`config.mk`:
```
export PLATFORM = sky130hd
export DESIGN_NAME = timer_cmp_irq
export DESIGN_NICKNAME = d
export VERILOG_FILES = /design/src/rtl/timer_cmp_irq.sv
export SDC_FILE = /design/constraint.sdc
export NUM_CORES = 1
export LEC_CHECK = 0
export BUFFER_PORTS_ARGS = -buffer_cell sky130_fd_sc_hd__buf_2
export CAP_MARGIN = 20
export CORE_UTILIZATION = 58
export DETAILED_ROUTE_END_ITERATION = 6
export GPL_TIMING_DRIVEN = 0
export PLACE_DENSITY = 0.93
export SLEW_MARGIN = 15
export SYNTH_ARGS = -nofsm -noshare
export SYNTH_HDL_FRONTEND = slang
export SYNTH_SLANG_ARGS = --single-unit
export TNS_END_PERCENT = 30
```
`constraint.sdc`:
```
create_clock -name clk -period 3.6 [get_ports clk]
set_input_delay 1.08 -clock clk [delete_from_list [all_inputs] [get_ports clk]]
set_output_delay 1.08 -clock clk [all_outputs]
set_load 0.02 [all_outputs]
```
`src/rtl/timer_cmp_irq.sv`:
```
// Machine-timer compare stage: raises an interrupt when the upstream count reaches CMP,
// with one-shot / auto-reload modes, pending/ack handshake and a saturating overrun count.
module timer_cmp_irq #(
  parameter int unsigned WIDTH = 32,
  parameter int unsigned OVR_W = 8
) (
  input  logic             clk,
  input  logic             rst,
  input  logic [WIDTH-1:0] count,
  input  logic             wr_en,
  input  logic [1:0]       addr,
  input  logic [WIDTH-1:0] wr_data,
  output logic [WIDTH-1:0] rd_data,
  input  logic             irq_ack,
  output logic             irq
);

  localparam int unsigned PAD_W  = WIDTH - OVR_W - 8;
  localparam int unsigned CTRL_W = 3;

  typedef enum logic [1:0] {
    ST_OFF   = 2'd0,
    ST_ARMED = 2'd1,
    ST_HOLD  = 2'd2
  } state_e;

  state_e              state_q, state_d;
  logic [CTRL_W-1:0]   ctrl_q, ctrl_d;
  logic [WIDTH-1:0]    cmp_q, cmp_d;
  logic [WIDTH-1:0]    period_q, period_d;
  logic                pending_q, pending_d;
  logic [OVR_W-1:0]    ovr_q, ovr_d;

  logic [WIDTH-1:0]    diff;
  logic                match;
  logic                fire;
  logic                wr_ctrl, wr_cmp, wr_per, wr_stat;

  assign wr_ctrl = wr_en && (addr == 2'd0);
  assign wr_cmp  = wr_en && (addr == 2'd1);
  assign wr_per  = wr_en && (addr == 2'd2);
  assign wr_stat = wr_en && (addr == 2'd3);

  // Wrap-safe "reached": count is at or within half the range past CMP.
  assign diff  = count - cmp_q;
  assign match = ~diff[WIDTH-1];
  assign fire  = (state_q == ST_ARMED) && match && !wr_cmp && !wr_per;

  always_ff @(posedge clk or posedge rst) begin
    if (rst) begin
      state_q   <= ST_OFF;
      ctrl_q    <= '0;
      cmp_q     <= '0;
      period_q  <= '0;
      pending_q <= 1'b0;
      ovr_q     <= '0;
    end else begin
      state_q   <= state_d;
      ctrl_q    <= ctrl_d;
      cmp_q     <= cmp_d;
      period_q  <= period_d;
      pending_q <= pending_d;
      ovr_q     <= ovr_d;
    end
  end

  always_comb begin
    state_d   = state_q;
    ctrl_d    = ctrl_q;
    cmp_d     = cmp_q;
    period_d  = period_q;
    pending_d = pending_q;
    ovr_d     = ovr_q;

    case (state_q)
      ST_ARMED: if (fire && !ctrl_q[1]) state_d = ST_HOLD;
      ST_HOLD:  if (wr_cmp) state_d = ST_ARMED;
      default:  state_d = state_q;
    endcase

    // CTRL write overrides the FSM; re-enabling from HOLD keeps HOLD.
    if (wr_ctrl) begin
      ctrl_d = wr_data[CTRL_W-1:0];
      if (!wr_data[0]) begin
        state_d = ST_OFF;
      end else if (state_q == ST_OFF) begin
        state_d = ST_ARMED;
      end
    end

    if (wr_cmp) begin
      cmp_d = wr_data;
    end else if (fire && ctrl_q[1]) begin
      cmp_d = cmp_q + period_q;
    end

    if (wr_per) period_d = wr_data;

    // Fire has priority over ack and STATUS clear for pending.
    if (wr_stat && wr_data[0]) pending_d = 1'b0;
    if (irq_ack)               pending_d = 1'b0;
    if (fire)                  pending_d = 1'b1;

    if (wr_stat) begin
      ovr_d = '0;
    end else if (fire && pending_q && !irq_ack && (ovr_q != {OVR_W{1'b1}})) begin
      ovr_d = ovr_q + OVR_W'(1);
    end
  end

  always_comb begin
    rd_data = '0;
    case (addr)
      2'd0:    rd_data = {{(WIDTH-CTRL_W){1'b0}}, ctrl_q};
      2'd1:    rd_data = cmp_q;
      2'd2:    rd_data = period_q;
      2'd3:    rd_data = {{PAD_W{1'b0}}, ovr_q, 5'b0, 2'(state_q), pending_q};
      default: rd_data = '0;
    endcase
  end

  assign irq = pending_q & ctrl_q[2];

endmodule
```
; ---- Word-level counts from Yosys, hierarchy flattened
; Cells that the tools add are included.
; Widths: inputs -> output; s select.
[classes]
add_sub_neg = 3
eq_ne = 6
muxes = 14
n_bitwise = 2
n_reduce_logical = 22
[ops]
columns = operator, n
row1 = $pmux 32 s4, 1
row2 = $mux 32, 2
row3 = $add 32x32->32, 1
row4 = $sub 32x32->32, 1
row5 = $mux 8, 2
row6 = $logic_and 1x1->1, 13
row7 = $mux 2, 5
row8 = $add 8x1->8 const B, 1
row9 = $ne 8x8->1 const B, 1
row10 = $eq 2x2->1 const B, 3
row11 = $eq 2x1->1 const B, 2
row12 = $logic_not 1->1, 4
row13 = $logic_not 2->1, 2
row14 = $pmux 2 s2, 1
row15 = $reduce_bool 2->1, 2
row16 = $mux 1, 3
row17 = $reduce_bool 3->1, 1
row18 = $and 1x1->1, 1
row19 = $not 1->1, 1
[totals]
ff_bits = 78
input_bits = 70
out_inout_bits = 33
elab_cells = 53

; ---- Longest topological paths before layout
; Gate-level depths: netlist of the first run.
[depth]
depth_word = 11
depth_mapped = 12
depth_no_buf = 12

; ---- Worst setup path after synthesis of the first run
; OpenSTA, ideal clock, no wires.
[synth_timing]
path_kind = input to output
start = input port addr[0]
end = output port rd_data[10]
arrival_time_ns = 2.377
required_ns = 2.520
slack_ns = 0.143
stages = 5
n_path_buf = 3
cell_sequence = clkbuf_1 nor2b_1 clkbuf_1 buf_1 a22o_1
[synth_between]
elab_chain_len = 2
elab_cells_between_ends = 5
classes_between = eq/ne (3) / mux (1) / reduce/logical (1)
[synth_lines]
columns = item, line_no
row1 = start: declaration, 11  ; input logic [1:0] addr,
row2 = "$eq 2x2->1, or another cell as far along", 113  ; case (addr)
row3 = $pmux 32 s4 *, 113
row4 = end: declaration, 13  ; output logic [WIDTH-1:0] rd_data,
; Every way passes the cells marked *; elsewhere a longest branch is shown, timed or not.

; ---- Final worst setup path of the first run
[layout_timing]
start = input port addr[1]
end = output port rd_data[0]
; The elaborated chain is that of the path after synthesis.

==> results of run 1 <==
==> placed cells by master (no fill, tap or decap), types with 12 or more instances in the layout <==
cell type | netlist | routed
nand2_1 | 34 | 34
o21ai_0 | 41 | 41
xor2_1 | 18 | 18
ha_1 | 65 | 65
inv_1 | 46 | 45
nor2_1 | 32 | 32
a22o_1 | 29 | 29
a221o_1 | 17 | 17
xnor2_1 | 12 | 12
dfrtp_1 | 78 | 78
a21oi_1 | 42 | 42
a21o_1 | 15 | 15
buf_2 | 5 | 101
mux2_2 | 41 | 41
a22oi_1 | 15 | 15
==> flip-flops by register name, indices dropped and copies added (netlist names) <==
| register | count |
|---|---|
| cmp_q | 32 |
| period_q | 32 |
| ovr_q | 8 |
| ctrl_q | 3 |
| state_q | 2 |
| pending_q | 1 |
==> per-layer routing <==
layer | up-vias | global-route usage | routed length [µm]
met5 | - | 0 | 0
met4 | 0 | 0.2277 | 1123
met3 | 98 | 0.06167 | 1646
met2 | 392 | 0.5633 | 8619
met1 | 2809 | 0.4064 | 6755
li1 | 2566 | - | -
==> critical path, delay by kind of cell <==
kind | cells | cell delay, ps
mux | 1 | 580
buf+inv | 3 | 820
==> worst max-delay path by stage <==
stage	start	end	slack, ps
2_1_floorplan	addr[0]	rd_data[10]	140
3_3_place_gp	addr[0]	rd_data[6]	-700
3_5_place_dp	addr[0]	rd_data[4]	-720
4_1_cts	addr[1]	rd_data[4]	20
5_1_grt	addr[1]	rd_data[0]	-10
6_report	addr[1]	rd_data[0]	30
==> cell families after synthesis <==
logic type / count (synthesis)
AOI/OAI and AO/OA: 201
xor gates and xnor gates: 30
adders and majority gates: 66
buffers and inverters: 69
DFF: 78
muxes: 46
and+or+nand+nor: 136
==> timing repair <==
item,CTS,global route
setup endpoints to repair,32,42
pin swaps,0,1
gates resized for setup,9,16
cloned,0,0
hold buffers,0,0
==> final cells by class <==
class | count | area (µm²)
Multi-Input combinational cell | 479 | 3786
Fill cell | 675 | 2869
Sequential cell | 78 | 1952
Timing Repair Buffer | 102 | 533.0
Inverter | 46 | 175.2
Tap cell | 133 | 166.4
Clock buffer | 10 | 137.6
Buffer | 23 | 125.1
Clock inverter | 4 | 120.1
==> where the power goes <==
group / switching, mW / total (mW) / internal [mW]
combinational: 1.68 / 2.96 / 1.28
clock: 0.338 / 0.881 / 0.543
sequential: 0.320 / 1.45 / 1.13
total: 2.34 / 5.30 / 2.96
==> metrics by stage <==
stage | utilization | std cells | instance area [µm²]
4_1_cts | 0.7056 | 875 | 6960
2_1_floorplan | - | 626 | 5976
3_5_place_dp | 0.6769 | 861 | 6678
6_report | 0.7092 | 875 | 6995
5_1_grt | 0.7092 | 875 | 6995
3_3_place_gp | 0.6739 | 860 | 6648
==> results.yml, run 1 <==
timing:
  final_hold_viol_count: 0
  timing.final.ws_setup_ps: 34.75
  fin_skew_ps: 13.36
  fmax_mhz: 280.5
  tightest_slew_ps: 873.6
  setup_viol: 0
  rsz0062_at_grt: "true"
  timing.hold.ws_ps: 529.5
  slew_violations: 0
  finalCriticalPeriod_ps: 3565
  slew_headroom: 0.4163
  tns_ps: 0
  finalCritPeriodShare: 0.9903
place:
  gp_congestion: 0.9944
  portBuffers: 101
  place_ws_ps: -723.2
  hpwl_um: 13240
synth:
  synth-seq-cells: 78
  yosysUniqueCellTypes: 59
  ys.flop_type: "dfrtp_1"
  muxShareOfSynthArea: 0.09192
  synth-compound-area-share: 0.2358
  syn_inst: 626
  synth_area_leaders: "dfrtp_1 33%, ha_1 14%, mux2_2 7.7%, a22o_1 4.3%, a21oi_1 3.5%"
  synth-async-reset-ratio: 1.000
  synth-adder-area-share: 0.1394
  ys_seq_area_frac: 0.3266
  synthesis.area_um2: 5976
  synth_top_area_share: 0.3266
  synth_top_family_by_area: "compound AO/OA/AOI/OAI gates"
  synth_top_cell_by_area: "dfrtp_1"
  synth-xor-area-share: 0.04397
  syn_avg_cell_area_um2: 9.546
  synth-simple-area-share: 0.1179
  synth.most_common_cell: "dfrtp_1"
  synthTopCellsByCount: "78 x dfrtp_1, 65 x ha_1, 46 x inv_1"
  synth-edff-count: 0
  postSynthNetCount: 762
  yosysWarnings: 0
detailed_routing:
  drtIter0Drc: 465
  routedWlPerCell_um: 20.74
  viasPerCell: 6.703
  drcViolationCount: 0
  vias: 5865
  first_pass_iters: 5
  wirelength_um: 18150
  ant_nets: 0
worst_setup_path:
  cp-end-kind: "output pin"
  rr_endpoint: "cmp_q[31]$_DFFE_PP0P_"
  cp_common_cell: "buf_2"
  r2r-start: "cmp_q[9]$_DFFE_PP0P_"
  cp.arrival_ps: 2490
  crit_type: "in2out"
  cp_max_fo: 10
  cp_cell_sequence: "buf_2 > buf_1 > mux4_2 > buf_2"
  cp_slowest_cell: "mux4_2"
  timing.reg2reg.setup_slack_ps: 250
  max_stage_delay_ps: 580
  startpoint_type: "primary input"
  r2r_cells: 10
  worstPathRequired_ps: 2520
clock_network:
  cts.sinks: 78
  cts_max_level: 3
  cts_tree: "yes"
  clock_latency_ps: 370
  clk_pin_slew_worst_paths_ps: 90
  cts-root-buf: "clkbuf_8"
  numCtsBuffers: 9
  clk_path_buf_depth: 2
  cts_setup_buffers: 0
floorplanning:
  die_w_um: 103.5
  pin_count: 103
  start_util: 0.6058
  die-height_um: 103.5
  rows: 36
  core_um2: 9864
  dieArea_um2: 10710
global_route:
  grt_pass1_vias: 5976
  grt_max_degree: 57
  antenna_found_initial: 0
  grt_pass1_wl_um: 29400
  track_usage: 0.3410
  grt.overflow.total: 0
power_and_ir_drop:
  p_total_mw: 5.298
  p_per_area_nw_per_um2: 757.3
  leakage_nw: 3.403
  vdd_ir_drop_max_mv: 0.3393
hold_path:
  min-delay-start: "ctrl_q[0]$_DFFE_PP0P_"
  holdPathStages: 1
  holdPathEnd: "ctrl_q[0]$_DFFE_PP0P_"
  hold_path.class: "reg2reg"
finish:
  area_delta_synth_final_pct: 17.06
  drive_gt1_frac: 0.2480
  n_antenna_cell: 0
  final_nets: 875
status:
  outcome: "completed"
job:
  maxCapViolCount: 0
(Power assumes the default switching activity.)
==> run 2: changes to the inputs <==
- clock period: 3.6 -> 3.9 ns (I/O delays scaled with it)
==> run 2 against run 1 <==
Effect of this change: register-to-register slack improved by 320 ps; sequential power fell by 8%; highest routed layer unchanged; global-route usage fell by 0.18 points; setup slack got worse by 19 ps; critical path type unchanged; cell count did not move; power fell by 8.2%.
==> results.yml, run 2 (synthesis results as in run 1) <==
finish:
  stdcell_area_um2: 6948
  fill_cells: 684
  top_regs: "cmp_q x32, period_q x32, ovr_q x8"
  drive_gt1_frac: 0.2412
  n_antenna_cell: 0
  area_delta_synth_final_pct: 16.27
  post-route-util: 0.7043
  finalNonFillerCells: 875
  layout_commonest_cell: "buf_2"
  most-common-layout-cells: "106 x buf_2, 78 x dfrtp_1, 65 x ha_1"
  final_nets: 875
floorplanning:
  core_um2: 9864
  start_util: 0.6058
  die_w_um: 103.5
  die-height_um: 103.5
  dieArea_um2: 10710
  pin_count: 103
  rows: 36
worst_setup_path:
  worstPathRequired_ps: 2730
  cp.arrival_ps: 2710
  cp_max_fo: 10
  r2r-start: "cmp_q[22]$_DFFE_PP0P_"
  cp-end-kind: "output pin"
  crit_type: "in2out"
  startpoint_type: "primary input"
  startpoint: "addr[1]"
global_route:
  grt_max_degree: 57
  grt.overflow.total: 0
  grt_pass1_vias: 5970
  grt_pass1_wl_um: 29280
  track_usage: 0.3392
  antenna_found_initial: 0
timing:
  slew_headroom: 0.4143
  timing.hold.ws_ps: 527.2
  slew_violations: 0
  setup_viol: 0
  finalCriticalPeriod_ps: 3884
  finalCritPeriodShare: 0.9960
  final_hold_viol_count: 0
  rsz0062_at_grt: "true"
  tightest_slew_ps: 876.6
  fmax_mhz: 257.4
  fin_skew_ps: 11.22
  timing.final.ws_setup_ps: 15.56
place:
  place_ws_ps: -603.2
  place_inst: 861
  gp_congestion: 0.9944
  placed_area_um2: 6678
  portBuffers: 101
  hpwl_um: 13240
clock_network:
  cts.sinks: 78
  cts_hold_buf: 0
  cts-root-buf: "clkbuf_8"
  clk_pin_slew_worst_paths_ps: 90
  clock_latency_ps: 360
  cts_max_level: 3
  numCtsBuffers: 9
  cts_tree: "yes"
  clk_path_buf_depth: 2
  cts_setup_buffers: 0
hold_path:
  hold_path.class: "reg2reg"
  min-delay-start: "ctrl_q[0]$_DFFE_PP0P_"
power_and_ir_drop:
  leakage_nw: 3.373
  p_per_area_nw_per_um2: 699.8
  vdd_ir_drop_max_mv: 0.3125
detailed_routing:
  vias: 5827
  viasPerCell: 6.659
  ant_nets: 0
  drtIter0Drc: 443
  routedWlPerCell_um: 20.47
  wirelength_um: 17910
  drcViolationCount: 0
  first_pass_iters: 6
status:
  outcome: "completed"
job:
  maxCapViolCount: 0
-- run 2: path summary, 6_finish.rpt --
| kind | cells after the start | slack [ps] | endpoint |
|---|---|---|---|
| worst max-delay path | 5 | 20 | rd_data[7] |
| worst min-delay path | 1 | 530 | ctrl_q[0]$_DFFE_PP0P_ |
| worst max register to register | 12 | 570 | cmp_q[13]$_DFFE_PP0P_ |
| worst min register to register | 1 | 530 | ctrl_q[0]$_DFFE_PP0P_ |
| max in group asynchronous | 3 | 2540 | cmp_q[11]$_DFFE_PP0P_ |
| min in group asynchronous | 2 | 770 | period_q[20]$_DFFE_PP0P_ |
-- run 2: metrics by stage --
| step | power, mW | TNS [ps] |
|---|---|---|
| after floorplan | 3.253 | 0 |
| after global placement | 3.751 | -13340 |
| after detailed placement | 3.939 | -9262 |
| after CTS | 4.784 | 0 |
| after global routing | 5.179 | -3.890 |
| final | 4.862 | 0 |
-- run 2: power breakdown --
group | internal (mW) | switching (mW)
clock network | 0.501 | 0.309
registers | 1.05 | 0.298
logic | 1.17 | 1.54
total | 2.72 | 2.14
-- run 2: repair_timing --
action                     4_1_cts  5_1_grt
gates resized for setup          3        7
pin swaps                        0        0
setup endpoints to repair       11       21
-- run 2: layout make-up --
class / count / area (µm²) / area share
Clock buffer: 10 / 137.6 / 0.01981
Timing Repair Buffer: 102 / 533.0 / 0.07672
Tap cell: 133 / 166.4 / 0.02395
Multi-Input combinational cell: 479 / 3761 / 0.5413
Clock inverter: 4 / 120.1 / 0.01729
Buffer: 23 / 102.6 / 0.01477
Sequential cell: 78 / 1952 / 0.2809
Inverter: 46 / 175.2 / 0.02521
-- run 2: routing by layer --
| layer | GRT usage | vias to the layer above | share of wire |
|---|---|---|---|
| li1 | - | 2569 | - |
| met1 | 0.4060 | 2785 | 0.38 |
| met2 | 0.5575 | 379 | 0.48 |
| met3 | 0.06860 | 94 | 0.085 |
| met4 | 0.2164 | 0 | 0.056 |
| met5 | 0 | - | 0 |
-- run 2: critical path: stages --
cell and delay [ps]:
buf_2 160, nor2b_1 380, clkbuf_1 570, a22o_1 260, buf_2 180
